--- src/rtl/uart_rx_decoder.sv ---
// Purpose: 8N1 (8E1 with UART_RX_PARITY_EN) UART receiver for the SoC console line, on wb_clk.
// Latency: rx_valid about 2 + CLKS_PER_BIT/2 + 9*CLKS_PER_BIT cycles after q falls (+CLKS_PER_BIT with parity).
// Backpressure: none; the sink must accept every rx_valid/frame_err/parity_err pulse as it occurs.
//
// Ports:
//   wb_clk      in      system clock, rising edge
//   wb_rst_n    in      asynchronous active-low reset
//   q           in      serial RX line, idle high, asynchronous to wb_clk
//   rx_data     out [8] last received byte (held between frames)
//   rx_valid    out     one-cycle pulse, rx_data holds a new good byte
//   frame_err   out     one-cycle pulse, stop bit sampled low
//   parity_err  out     one-cycle pulse, parity mismatch (constant 0 without UART_RX_PARITY_EN)
//   busy        out     high from start-bit detection until the FSM is back in IDLE
//   char_count  out [16] count of good bytes, wraps
//
// Optional feature macro: UART_RX_PARITY_EN (even parity bit between data and stop).

module uart_rx_decoder #(
  parameter int CLK_FREQ_HZ = 16_129_032,
  parameter int BAUD_RATE   = 57600
) (
  input  logic        wb_clk,
  input  logic        wb_rst_n,
  input  logic        q,
  output logic [7:0]  rx_data,
  output logic        rx_valid,
  output logic        frame_err,
  output logic        parity_err,
  output logic        busy,
  output logic [15:0] char_count
);

  localparam int CLKS_PER_BIT = CLK_FREQ_HZ / BAUD_RATE;
  localparam int CNT_W        = $clog2(CLKS_PER_BIT);

  localparam logic [CNT_W-1:0] HALF_M1 = CNT_W'(CLKS_PER_BIT / 2 - 1);
  localparam logic [CNT_W-1:0] FULL_M1 = CNT_W'(CLKS_PER_BIT - 1);
  localparam logic [CNT_W-1:0] CNT_ONE = CNT_W'(1);

  typedef enum logic [2:0] {
    S_IDLE,
    S_START,
    S_DATA,
`ifdef UART_RX_PARITY_EN
    S_PARITY,
`endif
    S_STOP,
    S_WAIT_HIGH
  } state_t;

  // Synchronizer flops reset to the idle (high) line level so reset release
  // never looks like a start bit.
  logic q_meta_q, q_meta_d;
  logic q_s_q, q_s_d;

  state_t           state_q, state_d;
  logic [CNT_W-1:0] cnt_q, cnt_d;
  logic [2:0]       bit_idx_q, bit_idx_d;
  logic [7:0]       shift_q, shift_d;
  logic [7:0]       rx_data_q, rx_data_d;
  logic             rx_valid_q, rx_valid_d;
  logic             frame_err_q, frame_err_d;
  logic             busy_q, busy_d;
  logic [15:0]      char_count_q, char_count_d;

`ifdef UART_RX_PARITY_EN
  logic             par_bad_q, par_bad_d;
  logic             parity_err_q, parity_err_d;
`endif

  always_comb begin
    q_meta_d     = q;
    q_s_d        = q_meta_q;

    state_d      = state_q;
    cnt_d        = cnt_q + CNT_ONE;
    bit_idx_d    = bit_idx_q;
    shift_d      = shift_q;
    rx_data_d    = rx_data_q;
    rx_valid_d   = 1'b0;
    frame_err_d  = 1'b0;
    char_count_d = char_count_q;
`ifdef UART_RX_PARITY_EN
    par_bad_d    = par_bad_q;
    parity_err_d = 1'b0;
`endif

    case (state_q)
      S_IDLE: begin
        cnt_d = '0;
        if (!q_s_q) begin
          state_d = S_START;
        end
      end

      // Re-check the line at mid start bit; a high level here was a glitch.
      S_START: begin
        if (cnt_q == HALF_M1) begin
          cnt_d = '0;
          if (!q_s_q) begin
            state_d   = S_DATA;
            bit_idx_d = 3'd0;
          end else begin
            state_d = S_IDLE;
          end
        end
      end

      // Counter was aligned to mid start bit, so a full bit period lands mid data bit.
      S_DATA: begin
        if (cnt_q == FULL_M1) begin
          cnt_d   = '0;
          shift_d = {q_s_q, shift_q[7:1]};
          if (bit_idx_q == 3'd7) begin
`ifdef UART_RX_PARITY_EN
            state_d = S_PARITY;
`else
            state_d = S_STOP;
`endif
          end else begin
            bit_idx_d = bit_idx_q + 3'd1;
          end
        end
      end

`ifdef UART_RX_PARITY_EN
      // Even parity: the transmitted bit should equal the XOR of the data bits.
      S_PARITY: begin
        if (cnt_q == FULL_M1) begin
          cnt_d     = '0;
          par_bad_d = q_s_q ^ (^shift_q);
          state_d   = S_STOP;
        end
      end
`endif

      S_STOP: begin
        if (cnt_q == FULL_M1) begin
          cnt_d     = '0;
          rx_data_d = shift_q;
          if (q_s_q) begin
            state_d = S_IDLE;
`ifdef UART_RX_PARITY_EN
            if (par_bad_q) begin
              parity_err_d = 1'b1;
            end else begin
              rx_valid_d   = 1'b1;
              char_count_d = char_count_q + 16'd1;
            end
`else
            rx_valid_d   = 1'b1;
            char_count_d = char_count_q + 16'd1;
`endif
          end else begin
            // Framing error wins over any parity result.
            frame_err_d = 1'b1;
            state_d     = S_WAIT_HIGH;
          end
        end
      end

      // A held-low line (break) must return high before a new start bit counts.
      S_WAIT_HIGH: begin
        cnt_d = '0;
        if (q_s_q) begin
          state_d = S_IDLE;
        end
      end

      default: begin
        cnt_d   = '0;
        state_d = S_IDLE;
      end
    endcase

    // Registered from the next state so busy falls in the cycle IDLE is entered.
    busy_d = (state_d != S_IDLE);
  end

  always_ff @(posedge wb_clk or negedge wb_rst_n) begin
    if (!wb_rst_n) begin
      q_meta_q     <= 1'b1;
      q_s_q        <= 1'b1;
      state_q      <= S_IDLE;
      cnt_q        <= '0;
      bit_idx_q    <= 3'd0;
      shift_q      <= 8'h00;
      rx_data_q    <= 8'h00;
      rx_valid_q   <= 1'b0;
      frame_err_q  <= 1'b0;
      busy_q       <= 1'b0;
      char_count_q <= 16'h0000;
`ifdef UART_RX_PARITY_EN
      par_bad_q    <= 1'b0;
      parity_err_q <= 1'b0;
`endif
    end else begin
      q_meta_q     <= q_meta_d;
      q_s_q        <= q_s_d;
      state_q      <= state_d;
      cnt_q        <= cnt_d;
      bit_idx_q    <= bit_idx_d;
      shift_q      <= shift_d;
      rx_data_q    <= rx_data_d;
      rx_valid_q   <= rx_valid_d;
      frame_err_q  <= frame_err_d;
      busy_q       <= busy_d;
      char_count_q <= char_count_d;
`ifdef UART_RX_PARITY_EN
      par_bad_q    <= par_bad_d;
      parity_err_q <= parity_err_d;
`endif
    end
  end

  assign rx_data    = rx_data_q;
  assign rx_valid   = rx_valid_q;
  assign frame_err  = frame_err_q;
  assign busy       = busy_q;
  assign char_count = char_count_q;
`ifdef UART_RX_PARITY_EN
  assign parity_err = parity_err_q;
`else
  assign parity_err = 1'b0;
`endif

endmodule

--- config.mk ---
export PLATFORM = sky130hd
export DESIGN_NAME = uart_rx_decoder
export DESIGN_NICKNAME = d
export VERILOG_FILES = /design/src/rtl/uart_rx_decoder.sv
export SDC_FILE = /design/constraint.sdc
export NUM_CORES = 1
export LEC_CHECK = 0
export ABC_CLOCK_PERIOD_IN_PS = 2300
export CORE_MARGIN = 2
export CORE_UTILIZATION = 28
export CTS_BUF_LIST = sky130_fd_sc_hd__clkbuf_16
export DETAILED_ROUTE_END_ITERATION = 8
export GPL_ROUTABILITY_DRIVEN = 0
export PLACE_DENSITY = 0.56
export SYNTH_ARGS = -nofsm -noshare
export SYNTH_HDL_FRONTEND = slang
export SYNTH_SLANG_ARGS = --single-unit
--- constraint.sdc ---
create_clock -name wb_clk -period 2.3 [get_ports wb_clk]
set_clock_uncertainty 0.2 [all_clocks]
set_input_delay 0.23 -clock wb_clk [delete_from_list [all_inputs] [get_ports wb_clk]]
set_output_delay 0.23 -clock wb_clk [all_outputs]
set_load 0.02 [all_outputs]
# Yosys cells after proc, flatten, opt, wreduce, memory -nomap -nowiden
# Index checks and enable logic that the tools add are counted.
[totals]
reg_bits = 52
inputBits = 3
output_inout_bits = 28
word_cells = 56
[op_classes]
n_addsub = 3
n_eq_ne = 11
muxes = 23
reduce_logical = 8
[op_table]
columns = ["op", "count"]
rows = [
  ["$mux W3", 11],
  ["$mux W9", 2],
  ["$pmux W9 S2", 1],
  ["$add A16 B1 Y16 const B", 1],
  ["$pmux W3 S5", 1],
  ["$add A9 B1 Y9 const B", 1],
  ["$eq A9 B8 Y1 const B", 1],
  ["$eq A9 B9 Y1 const B", 1],
  ["$ne A2 B2 Y1 const B", 4],
  ["$eq A3 B2 Y1 const B", 2],
  ["$eq A3 B3 Y1 const B", 2],
  ["$mux W1", 6],
  ["$pmux W3 S2", 1],
  ["$reduce_and A5 Y1", 1],
  ["$reduce_and A2 Y1", 2],
  ["$add A3 B1 Y3 const B", 1],
  ["$eq A3 B1 Y1 const B", 1],
  ["$logic_not A3 Y1", 1],
  ["$reduce_and A3 Y1", 1],
  ["$reduce_bool A3 Y1", 1],
  ["$mux W2", 1],
  ["$reduce_bool A2 Y1", 1],
  ["$reduce_or A2 Y1", 1],
]

# Longest topological paths before layout
[logic_depth]
ltp_word = 5
mapped_depth = 7
mapped_depth_nobuf = 5

# Worst setup path after synthesis
# Ideal clock, no wire load.
[synth_timing]
path_type = "register -> register"
startpoint = "register cnt_q[0]"
endpoint = "register busy_q, in the netlist busy"
setup_time_ns = 0.131
arrival_ns = 1.746
t_required_ns = 1.969
path_slack_ns = 0.222
stages_incl_launch_ff = 7
path_buffers = 1
synth_period_minus_slack_ns = 2.078
path_cell_list = "dfrtp_1 -> ha_1 -> and4bb_1 -> buf_2 -> a41o_1 -> a211o_1 -> or3_1"
[synth_via]
elab_chain_len = 4
word_cells_on_any_way = 7
classes_between = "2 x eq/ne; 4 x mux; 1 x reduce/logical"
[synth_lines]
columns = ["element", "line", "rtl"]
rows = [
  ["start, declared", "57", "logic [CNT_W-1:0] cnt_q, cnt_d;"],
  ["start signal, assigned", "201", "cnt_q <= cnt_d;"],
  ["$eq A9 B9 Y1 or $eq A9 B8 Y1 (tied branches)", "111, 138, 98", ""],
  ["$mux W3 (on tied branches)", "138, 111, 98", ""],
  ["$pmux W3 S5 (*)", "88", "case (state_q)"],
  ["net state_d[0]", "56", "state_t state_q, state_d;"],
  ["$reduce_bool A3 Y1 (*)", "177", "busy_d = (state_d != S_IDLE);"],
  ["net busy_d", "63", "logic busy_q, busy_d;"],
  ["end signal, assigned", "207", "busy_q <= busy_d;"],
  ["end, declared", "63", ""],
]
# The timed path passes the listed nets; every way through them passes the cells marked *.
# A chain may end at the register's enable or synchronous reset.

# Worst setup path in the final report
# Same ends and word-level chain as after synthesis.

==> results list <==
* Number of iterations in the first detailed-routing pass: 4
- Summing the areas of all fa, ha and maj instances in the mapped netlist gives 2.155% of the synthesized area.
* Most frequent cell after synthesis: sky130_fd_sc_hd__dfrtp_1
* Initial DRC count: 57
- Main synth FF type: sky130_fd_sc_hd__dfrtp_1
* Initial antenna violation count: 0
- Layout overhead on the synthesized area: 24.35%
* Area of the die: 9038 µm²
- The floorplan has 33 rows.
- Pin count of the biggest net entering global routing: 31
- Critical Path End Type: register
* Remaining DRCs: 0
- The tool flagged a number of max-cap violations equal to 0.
* Detailed Place HPWL: 3110 µm
- Data arrival time of the worst path: 2.11 ns
- TNS Setup: 0 ns
- In this run the power density over the cells is 588.8 nW/µm².
- Initial core utilization: 28.55%
* Vias: 1502
* Buffer cell driving the clock tree root: sky130_fd_sc_hd__clkbuf_16
- Number of filler instances in the final layout: 817
- Fraction of registers with async set or reset after synthesis: 100.0%
* Combined area of all synthesized cells: 2322 µm²
- The worst-case IR drop observed on VDD is 347.7 µV.
- The net count of the finished layout is 231.
- In this run, synthesis inferred 0 flip-flops with an integrated enable.
- CP startpoint kind: register
* Leading post-synthesis cells by instance count: 50 x sky130_fd_sc_hd__dfrtp_1, 17 x sky130_fd_sc_hd__mux2_2, 15 x sky130_fd_sc_hd__nor2_1
* Number of diodes: 0
* First-pass GRT wire length: 7555 µm
* Multiplexer fraction of the synthesized cell area: 8.244%
- By area, the combinational part of the netlist is dominated by simple AND/OR/NAND/NOR gates.
- The final count of pins violating max slew came to 0.
* Worst-path clk slew: 0.07 ns
- Part of the Yosys area used for sequential elements: 56.14%
- A synthesized cell averages 12.16 µm².
- Compound-Gate Fraction of Synth Area: 4.580%
* Final worst path period share: 93.37%
* Number of H-tree branching levels: 2
* Area of the core: 8134 µm²
* Total routed wirelength: 4263 µm
- After synthesis, the cell types taking the most area are sky130_fd_sc_hd__dfrtp_1 54%, sky130_fd_sc_hd__mux2_2 8.2%, sky130_fd_sc_hd__xor2_1 5.3%.
* Clock tree sinks: 52
* Total congestion overflow: 0
- The worst setup path is of the reg -> reg kind.
* Synthesis Warnings: 0
- The number of different library cells used by synthesis comes to 45.
* Gate count of the mapped netlist: 191
- For the pin with the worst max-slew slack, the measured transition is 0.5309 ns.
- For the finished layout, the period the worst path requires is 2.148 ns.
- Headroom to the max-slew limit came out at 64.60%.
- Flip-flop and latch count after synthesis: 52
- Share of cells above drive strength 1: 17.33%
* Final count of negative-setup-slack endpoints: 0
- Reported leakage power: 1.316 nW
- Via-to-Cell Ratio: 4.552
- After Yosys synthesis, and, or, nand and nor cells account for 17.56% of the synthesized area.
- Post-synth top area share: 53.88%
* Die width: 95.07 µm
- Once placement finished, the instance area stood at 2726 µm².
* Required time of the critical path: 2.27 ns
- Net count after synthesis: 198
- Input and output buffers added on the ports amount to 29.
- Routed WL per cell: 12.92 µm
- The flow ran to the end, and the final reports show no timing, DRC or antenna violations.
- Setup repair after global routing left no endpoint under its margin.
* Timing-limited maximum frequency: 0.4656 GHz
* Clock tree from TritonCTS: built
* Via count of the first global-routing pass: 1528
- The count of nets left with antenna violations once routing finished came out at 0.
* Die outline height: 95.07 µm
- The worst hold path belongs to the class in -> reg.
* Post-route standard cell area excluding fillers: 2888 µm²
- Count of boundary I/O pins: 31
- After Yosys synthesis, XOR and XNOR cells account for 8.297% of the synthesized area.
* Largest area contributor in the netlist: sky130_fd_sc_hd__dfrtp_1
- Count of endpoints failing hold in the final timing report: 0
- Total clock buffers created by CTS: 5
- In the global route stage, overall resource usage came out at 10.81%.
- Clock Path Buffers: 2
- Clock latency at the later pin of the worst-skew pair: 0.29 ns
* Worst Path Max Fanout: 9
metrics by stage:
stage	hold slack (ns)	util, %	setup slack, ns	total power [mW]	cells
final	0.1508	35.50	0.1524	1.700	330
after global routing	0.1551	35.50	0.05456	1.771	330
after CTS	0.1493	35.50	0.09901	1.725	330
after detailed placement	0.04866	33.52	0.1152	0.9656	321
after global placement	0.04494	33.52	0.1775	0.9653	321
after floorplan	-0.2656	-	0.2223	0.9409	191
final timing paths:
check,depth (start not counted),from,slack (ns),to
hold reg to reg,0,q_meta_q,0.16,q_s_q
hold / removal,1,q,0.15,q_meta_q
min in group asynchronous,2,wb_rst_n,0.25,char_count[3]
setup / recovery,5,cnt_q[0],0.15,busy
max in group asynchronous,3,wb_rst_n,1.04,q_meta_q
setup reg to reg,5,cnt_q[0],0.15,busy
critical path: stages, from the launching register on:
cell                       delay (ns)
sky130_fd_sc_hd__dfrtp_1         0.41
sky130_fd_sc_hd__ha_1            0.25
sky130_fd_sc_hd__and4bb_2        0.32
sky130_fd_sc_hd__a41o_1          0.26
sky130_fd_sc_hd__a211o_1         0.25
sky130_fd_sc_hd__or3_1           0.34
flip-flops by register name, summed over array words and instances (netlist names):
name and count:
bit_idx_q 3, busy 1, char_count 16, cnt_q 9
frame_err 1, q_meta_q 1, q_s_q 1, rx_data 8
rx_valid 1, shift_q 8, state_q 3
cell type report:
type | count | area, µm² | area share, %
Multi-Input combinational cell | 127 | 952.2 | 32.97
Timing Repair Buffer | 33 | 330.3 | 11.44
Inverter | 5 | 18.77 | 0.6499
Tap cell | 105 | 131.4 | 4.549
Clock inverter | 3 | 26.28 | 0.9099
Clock buffer | 5 | 125.1 | 4.333
Sequential cell | 52 | 1304 | 45.15
timing repair:
item                                    in CTS  in global routing
endpoints found under the setup margin       0                  4
hold buffers                                 1                  0
gates resized for setup                      0                  1
hold endpoints to repair                    22                  0
setup buffers                                0                  0
power by group:
| part | leakage (nW) | internal, mW | total, mW | switching [mW] |
|---|---|---|---|---|
| Combinational | 0.542 | 0.00706 | 0.0272 | 0.0202 |
| Clock | 0.0748 | 0.413 | 0.753 | 0.340 |
| Sequential | 0.700 | 0.917 | 0.920 | 0.00261 |
| Total | 1.32 | 1.34 | 1.70 | 0.363 |
cells by family (layout without fill, tap and decap cells):
| kind of cell | count (synthesis) | in the layout |
|---|---|---|
| simple gates | 69 | 69 |
| flops | 52 | 52 |
| xor+xnor | 22 | 22 |
| mux | 17 | 17 |
| compound gates | 14 | 14 |
| buf+inv | 12 | 46 |
| fa+ha+maj | 4 | 4 |
| other cells | 1 | 1 |
layout by cell type (no fill, tap or decap), types with 2 or more instances in the layout:
master                            Yosys  routed
sky130_fd_sc_hd__and4_1               2       2
sky130_fd_sc_hd__nand4_1              5       5
sky130_fd_sc_hd__buf_4                1       2
sky130_fd_sc_hd__nor2_1              15      15
sky130_fd_sc_hd__clkbuf_16            0       5
sky130_fd_sc_hd__nand2_1              9       9
sky130_fd_sc_hd__clkdlybuf4s50_1      0      28
sky130_fd_sc_hd__inv_6                0       2
sky130_fd_sc_hd__xor2_1              14      14
sky130_fd_sc_hd__nand3_1             10      10
sky130_fd_sc_hd__xnor2_1              8       8
sky130_fd_sc_hd__a21oi_1              4       4
sky130_fd_sc_hd__inv_1                5       5
sky130_fd_sc_hd__nor4_1               4       4
sky130_fd_sc_hd__nor3_1               7       7
sky130_fd_sc_hd__mux2_2              17      17
sky130_fd_sc_hd__dfstp_2              2       2
sky130_fd_sc_hd__a22o_1               2       2
sky130_fd_sc_hd__ha_1                 4       4
sky130_fd_sc_hd__and3_1               2       2
sky130_fd_sc_hd__dfrtp_1             50      50
per-layer routing:
| metal | up-vias | GRT usage (%) | routed length (µm) |
|---|---|---|---|
| li1 | 733 | - | - |
| met1 | 741 | 15.38 | 2152 |
| met2 | 23 | 15.67 | 1926 |
| met3 | 5 | 3.636 | 136 |
| met4 | 0 | 3.019 | 47 |
| met5 | - | 0 | 0 |
No activity file was read; power rests on OpenSTA's default activity.
